===== src/rtl/serial_deserializer_if.sv =====
// Bundle of bit-stream inputs and word outputs for the serial deserializer.
`default_nettype none

interface serial_deserializer_if #(
  parameter int WIDTH = 8
);
  logic             EN;
  logic             START;
  logic             D;
  logic [WIDTH-1:0] Q;
  logic             VALID;
  logic             ERR;
  logic             BUSY;
  logic [3:0]       CNT;

  modport master (
    output EN, START, D,
    input  Q, VALID, ERR, BUSY, CNT
  );

  modport slave (
    input  EN, START, D,
    output Q, VALID, ERR, BUSY, CNT
  );
endinterface

`default_nettype wire


===== src/rtl/serial_deserializer.sv =====
// Serial-to-parallel receive stage: shift chain, bit counter and IDLE/DATA/STOP FSM
// assembling WIDTH data bits and validating a trailing stop bit.
`default_nettype none

module serial_deserializer #(
  parameter int WIDTH     = 8,
  parameter bit MSB_FIRST = 1'b1
) (
  input  logic                  C,
  input  logic                  R,
  serial_deserializer_if.slave  bus
);

  typedef enum logic [1:0] {
    IDLE = 2'd0,
    DATA = 2'd1,
    STOP = 2'd2
  } state_t;

  localparam logic [3:0] LAST_CNT = 4'(WIDTH);

  state_t           state, state_n;
  logic [WIDTH-1:0] sr, sr_n, sr_shift;
  logic [WIDTH-1:0] q, q_n;
  logic [3:0]       cnt, cnt_n;
  logic             valid, valid_n;
  logic             err, err_n;
  logic             busy, busy_n;

  // Bit order is fixed at elaboration; only the shift direction differs.
  generate
    if (MSB_FIRST) begin : g_msb_first
      assign sr_shift = {sr[WIDTH-2:0], bus.D};
    end else begin : g_lsb_first
      assign sr_shift = {bus.D, sr[WIDTH-1:1]};
    end
  endgenerate

  always_ff @(posedge C) begin
    if (R) begin
      state <= IDLE;
      sr    <= '0;
      q     <= '0;
      cnt   <= 4'd0;
      valid <= 1'b0;
      err   <= 1'b0;
      busy  <= 1'b0;
    end else begin
      state <= state_n;
      sr    <= sr_n;
      q     <= q_n;
      cnt   <= cnt_n;
      valid <= valid_n;
      err   <= err_n;
      busy  <= busy_n;
    end
  end

  always_comb begin
    state_n = state;
    sr_n    = sr;
    q_n     = q;
    cnt_n   = cnt;
    valid_n = 1'b0;
    err_n   = 1'b0;

    case (state)
      IDLE: begin
        if (bus.START) begin
          state_n = DATA;
          sr_n    = '0;
          cnt_n   = 4'd0;
        end
      end
      DATA: begin
        if (bus.EN) begin
          sr_n  = sr_shift;
          cnt_n = cnt + 4'd1;
          if (cnt_n == LAST_CNT) begin
            state_n = STOP;
          end
        end
      end
      STOP: begin
        if (bus.EN) begin
          // A bad stop bit discards the frame but leaves the last good word on Q.
          if (bus.D) begin
            q_n     = sr;
            valid_n = 1'b1;
          end else begin
            err_n = 1'b1;
          end
          state_n = IDLE;
          cnt_n   = 4'd0;
        end
      end
      default: begin
        state_n = IDLE;
        cnt_n   = 4'd0;
      end
    endcase

    busy_n = (state_n != IDLE);
  end

  assign bus.Q     = q;
  assign bus.VALID = valid;
  assign bus.ERR   = err;
  assign bus.BUSY  = busy;
  assign bus.CNT   = cnt;

endmodule

`default_nettype wire

===== src/flat_wrapper.sv =====
// flat-port wrapper written by rule: the top's interface ports become plain ports
module serial_deserializer_flat 
#(
  parameter int WIDTH     = 8,
  parameter bit MSB_FIRST = 1'b1
)
  (C, R, bus_EN, bus_START, bus_D, bus_Q, bus_VALID, bus_ERR, bus_BUSY, bus_CNT);
  serial_deserializer_if #(.WIDTH(WIDTH)) bus_i ();
  input  logic C;
  input  logic R;
  input wire logic [$bits(bus_i.EN)-1:0] bus_EN;
  input wire logic [$bits(bus_i.START)-1:0] bus_START;
  input wire logic [$bits(bus_i.D)-1:0] bus_D;
  output wire logic [$bits(bus_i.Q)-1:0] bus_Q;
  output wire logic [$bits(bus_i.VALID)-1:0] bus_VALID;
  output wire logic [$bits(bus_i.ERR)-1:0] bus_ERR;
  output wire logic [$bits(bus_i.BUSY)-1:0] bus_BUSY;
  output wire logic [$bits(bus_i.CNT)-1:0] bus_CNT;
  assign bus_i.EN = bus_EN;
  assign bus_i.START = bus_START;
  assign bus_i.D = bus_D;
  assign bus_Q = bus_i.Q;
  assign bus_VALID = bus_i.VALID;
  assign bus_ERR = bus_i.ERR;
  assign bus_BUSY = bus_i.BUSY;
  assign bus_CNT = bus_i.CNT;
  serial_deserializer #(.WIDTH(WIDTH), .MSB_FIRST(MSB_FIRST)) u_core (.C(C), .R(R), .bus(bus_i));
endmodule

===== config.mk =====
export PLATFORM = sky130hd
export DESIGN_NAME = serial_deserializer_flat
export DESIGN_NICKNAME = d
export VERILOG_FILES = /design/src/rtl/serial_deserializer_if.sv /design/src/rtl/serial_deserializer.sv /design/src/flat_wrapper.sv
export SDC_FILE = /design/constraint.sdc
export NUM_CORES = 1
export LEC_CHECK = 0
export BUFFER_PORTS_ARGS = -buffer_cell sky130_fd_sc_hd__buf_2
export CAP_MARGIN = 15
export CELL_PAD_IN_SITES_DETAIL_PLACEMENT = 0
export CELL_PAD_IN_SITES_GLOBAL_PLACEMENT = 2
export CORE_AREA = 2 2 59 61
export CTS_CLUSTER_SIZE = 25
export DETAILED_ROUTE_END_ITERATION = 10
export DIE_AREA = 0 0 61 63
export GPL_TIMING_DRIVEN = 0
export PLACE_DENSITY = 0.82
export SYNTH_ARGS = -nofsm -noshare
export SYNTH_HDL_FRONTEND = slang
export SYNTH_SLANG_ARGS = --single-unit

===== constraint.sdc =====
create_clock -name C -period 3.05 [get_ports C]
set_input_delay 0.1525 -clock C [delete_from_list [all_inputs] [get_ports C]]
set_output_delay 0.1525 -clock C [all_outputs]
set_load 0.005 [all_outputs]

==> run summary <==
Worst Clk Skew = 0.00735 ns
CTS hold repair buffers = 0
DRT Pass-1 Iters = 4
Mapped Cells = 122
Switching Fraction = 24.6%
Period minus WS final = 1.54 ns
Hold WC Path Type = input pin to flop
Slew @ Worst Pin = 0.550 ns
starting density of the core = 32.8%
max frequency = 0.649 GHz
# placed instances = 186
Layout fillers = 357
TNS Setup = 0 ns
Vias/cell = 5.00
clock share of power = 29.1%
DPL Wire Length = 1670 um
Seq/Total Area, Yosys = 47.2%
Post-CTS Setup Inserts = 0
Clk Latency, worst-skew pair = 0.32 ns
Final Max Tran Viols = 0
Place WS = 1.52 ns
Crit path required time = 3.25 ns
Slew HR = 62.3%
die span in y = 63 um
Comb pwr share = 7.5%
Synth Cell Area = 1060 sq um
share of layout cells above drive strength 1 = 20.1%
DR iter-0 viols = 35
post-CTS resize count = 0
TritonCTS clock tree = yes
Power Density = 423 nW/um^2
clock sinks = 25
RSZ-0062 raised after global routing = no
syn_area_per_cell = 8.70 sq um
Final #Nets = 151
Crit path arrival time = 1.74 ns
final WL = 2450 um
n_diodes = 0
number of global-route vias before repair = 913
syn_nets = 128
setup slack after layout = 1.51 ns
LEAKAGE = 0.484 nW
die width = 61 um
synth unique cells = 31
Final period util = 50.5%
Site Rows = 21
I/O Buffers = 18
Max clock buf depth = 2
sequential power share = 63.5%
CTS Buf Count = 3
CTS H-tree lvls = 1
vias = 950
Max Cap Viol = 0
RD Place Congestion = 0.738
Antenna Nets Post-Route = 0
status = complete, no violations
drt wl/cell = 12.9 um
P_int = 0.394 mW
Yosys reg bits = 25
cell area after layout = 1230 sq um
clock slew at reported path FFs = 0.14 ns
DR DRC count = 0
largest net degree at the start of global routing = 14
Placed Area = 1210 sq um
CP Class = flop to flop
CP Capture Type = flop
CP Max Fanout = 10
crit path launch type = flop
Area Growth Syn to Fin = 16.4%
die area = 3840 sq um
initial antenna violation count = 0
Hold WS = 0.0432 ns
Setup-failing EPs final = 0
IO Pins = 20
root buffer cell = clkbuf_4
GRT Util Overall = 14.4%
VDD IR max = 0.146 mV
GRT Residual Overflow = 0
placeable core region = 3230 sq um
final hold violations = 0
Synthesis Warnings = 0
first-pass GRT wire length = 4220 um
Psw = 0.129 mW
non-filler cells, final = 190
-- worst paths after layout --
check / from / endpoint / slack, ns / depth (start not counted)
setup reg to reg: u_core.state[1]$_SDFF_PP0_ / u_core.bus.Q[5]$_SDFFE_PP0P_ / 1.51 / 4
hold / removal: bus_D / u_core.bus.ERR$_SDFF_PP0_ / 0.04 / 2
hold reg to reg: u_core.bus.Q[6]$_SDFFE_PP0P_ / u_core.bus.Q[6]$_SDFFE_PP0P_ / 0.46 / 2
setup / recovery: u_core.state[1]$_SDFF_PP0_ / u_core.bus.Q[5]$_SDFFE_PP0P_ / 1.51 / 4
-- routing by layer --
layer	wire (um)	global-route usage, %	share of wire (%)	vias up
met5	0	0	0	-
met4	61	7.07	2.5	0
met3	99	3.11	4.0	6
met2	1100	22.0	45	26
met1	1190	18.8	48	436
li1	-	-	-	482
-- through the flow --
| stage | total power [mW] | utilization [%] |
|---|---|---|
| 3_5_place_dp | 0.378 | 37.4 |
| 3_3_place_gp | 0.378 | 37.4 |
| 5_1_grt | 0.549 | 38.2 |
| 4_1_cts | 0.527 | 38.2 |
| 2_1_floorplan | 0.364 | - |
| 6_report | 0.523 | 38.2 |
-- sequential cells by signal (all words and copies together) (netlist names) --
signal / count
u_core.bus.VALID: 1
u_core.sr: 8
u_core.bus.Q: 8
u_core.bus.BUSY: 1
u_core.state: 2
u_core.bus.ERR: 1
u_core.bus.CNT: 4
-- cells in the mapped netlist --
| library cell | n | area share, % |
|---|---|---|
| dfxtp_1 | 25 | 47 |
| a21oi_1 | 19 | 9.0 |
| nand2_1 | 17 | 6.0 |
| o21ai_0 | 11 | 5.2 |
| nand4_1 | 8 | 4.7 |
| buf_2 | 4 | 1.9 |
| inv_1 | 4 | 1.4 |
| or3_1 | 4 | 2.4 |
| nand2b_1 | 3 | 1.8 |
| nor3_1 | 3 | 1.4 |
| buf_1 | 2 | 0.71 |
| clkbuf_1 | 2 | 0.71 |
| mux2i_1 | 2 | 1.9 |
| a21boi_0 | 1 | 0.71 |
| a221oi_2 | 1 | 1.4 |
| a22oi_1 | 1 | 0.71 |
| and3_1 | 1 | 0.59 |
| and3b_1 | 1 | 0.83 |
| and4b_1 | 1 | 0.94 |
| buf_4 | 1 | 0.71 |
| ha_1 | 1 | 1.2 |
| nand3_1 | 1 | 0.47 |
| nand3b_4 | 1 | 1.9 |
| nand4b_2 | 1 | 1.4 |
| nor2_1 | 1 | 0.35 |
| nor3b_1 | 1 | 0.71 |
| o2111ai_1 | 1 | 0.83 |
| o211ai_1 | 1 | 0.71 |
| o21bai_1 | 1 | 0.71 |
| o32ai_1 | 1 | 0.83 |
| xor2_1 | 1 | 0.83 |
-- logic make-up (layout without fill, tap and decap cells) --
| family | after synthesis | in the layout | synth area share (%) |
|---|---|---|---|
| AO/OA/AOI/OAI | 37 | 37 | 20.0 |
| XOR/XNOR | 1 | 1 | 0.826 |
| adder cells (fa/ha/maj) | 1 | 1 | 1.18 |
| buffers and inverters | 13 | 35 | 5.42 |
| flip-flops | 25 | 25 | 47.2 |
| multiplexers | 2 | 2 | 1.89 |
| AND/OR/NAND/NOR | 43 | 43 | 23.5 |
-- final cells by class --
| class | count | area, sq um | area share [%] |
|---|---|---|---|
| Tap cell | 46 | 57.6 | 4.66 |
| Buffer | 9 | 42.5 | 3.44 |
| Inverter | 4 | 15.0 | 1.22 |
| Timing Repair Buffer | 18 | 90.1 | 7.29 |
| Sequential cell | 25 | 500 | 40.5 |
| Clock buffer | 4 | 26.3 | 2.13 |
| Multi-Input combinational cell | 84 | 503 | 40.7 |
-- power groups by stage --
| stage | Combinational [mW] | Clock (mW) | Sequential, mW |
|---|---|---|---|
| after floorplan | 0.0253 | 0 | 0.339 |
| after global placement | 0.0388 | 0 | 0.339 |
| after detailed placement | 0.0390 | 0 | 0.339 |
| after CTS | 0.0391 | 0.156 | 0.332 |
| after global routing | 0.0435 | 0.173 | 0.333 |
| final | 0.0390 | 0.152 | 0.332 |
-- cell usage in the layout, fill, tap and decap left out, drive strengths merged, types with 2 or more instances in the layout --
master,Yosys,layout
dfxtp,25,25
mux2i,2,2
inv,4,4
clkbuf,2,6
nand2,17,17
nand2b,3,3
nand4,8,8
or3,4,4
nor3,3,3
o21ai,11,11
a21oi,19,19
buf,7,25
-- worst max-delay path, cell delays in order, from the launching register on --
cell	delay, ns
dfxtp_1	0.47
clkbuf_1	0.39
nand4b_2	0.33
nand2_1	0.15
a21oi_1	0.07
Note: power is estimated with default switching activity, not from simulation.
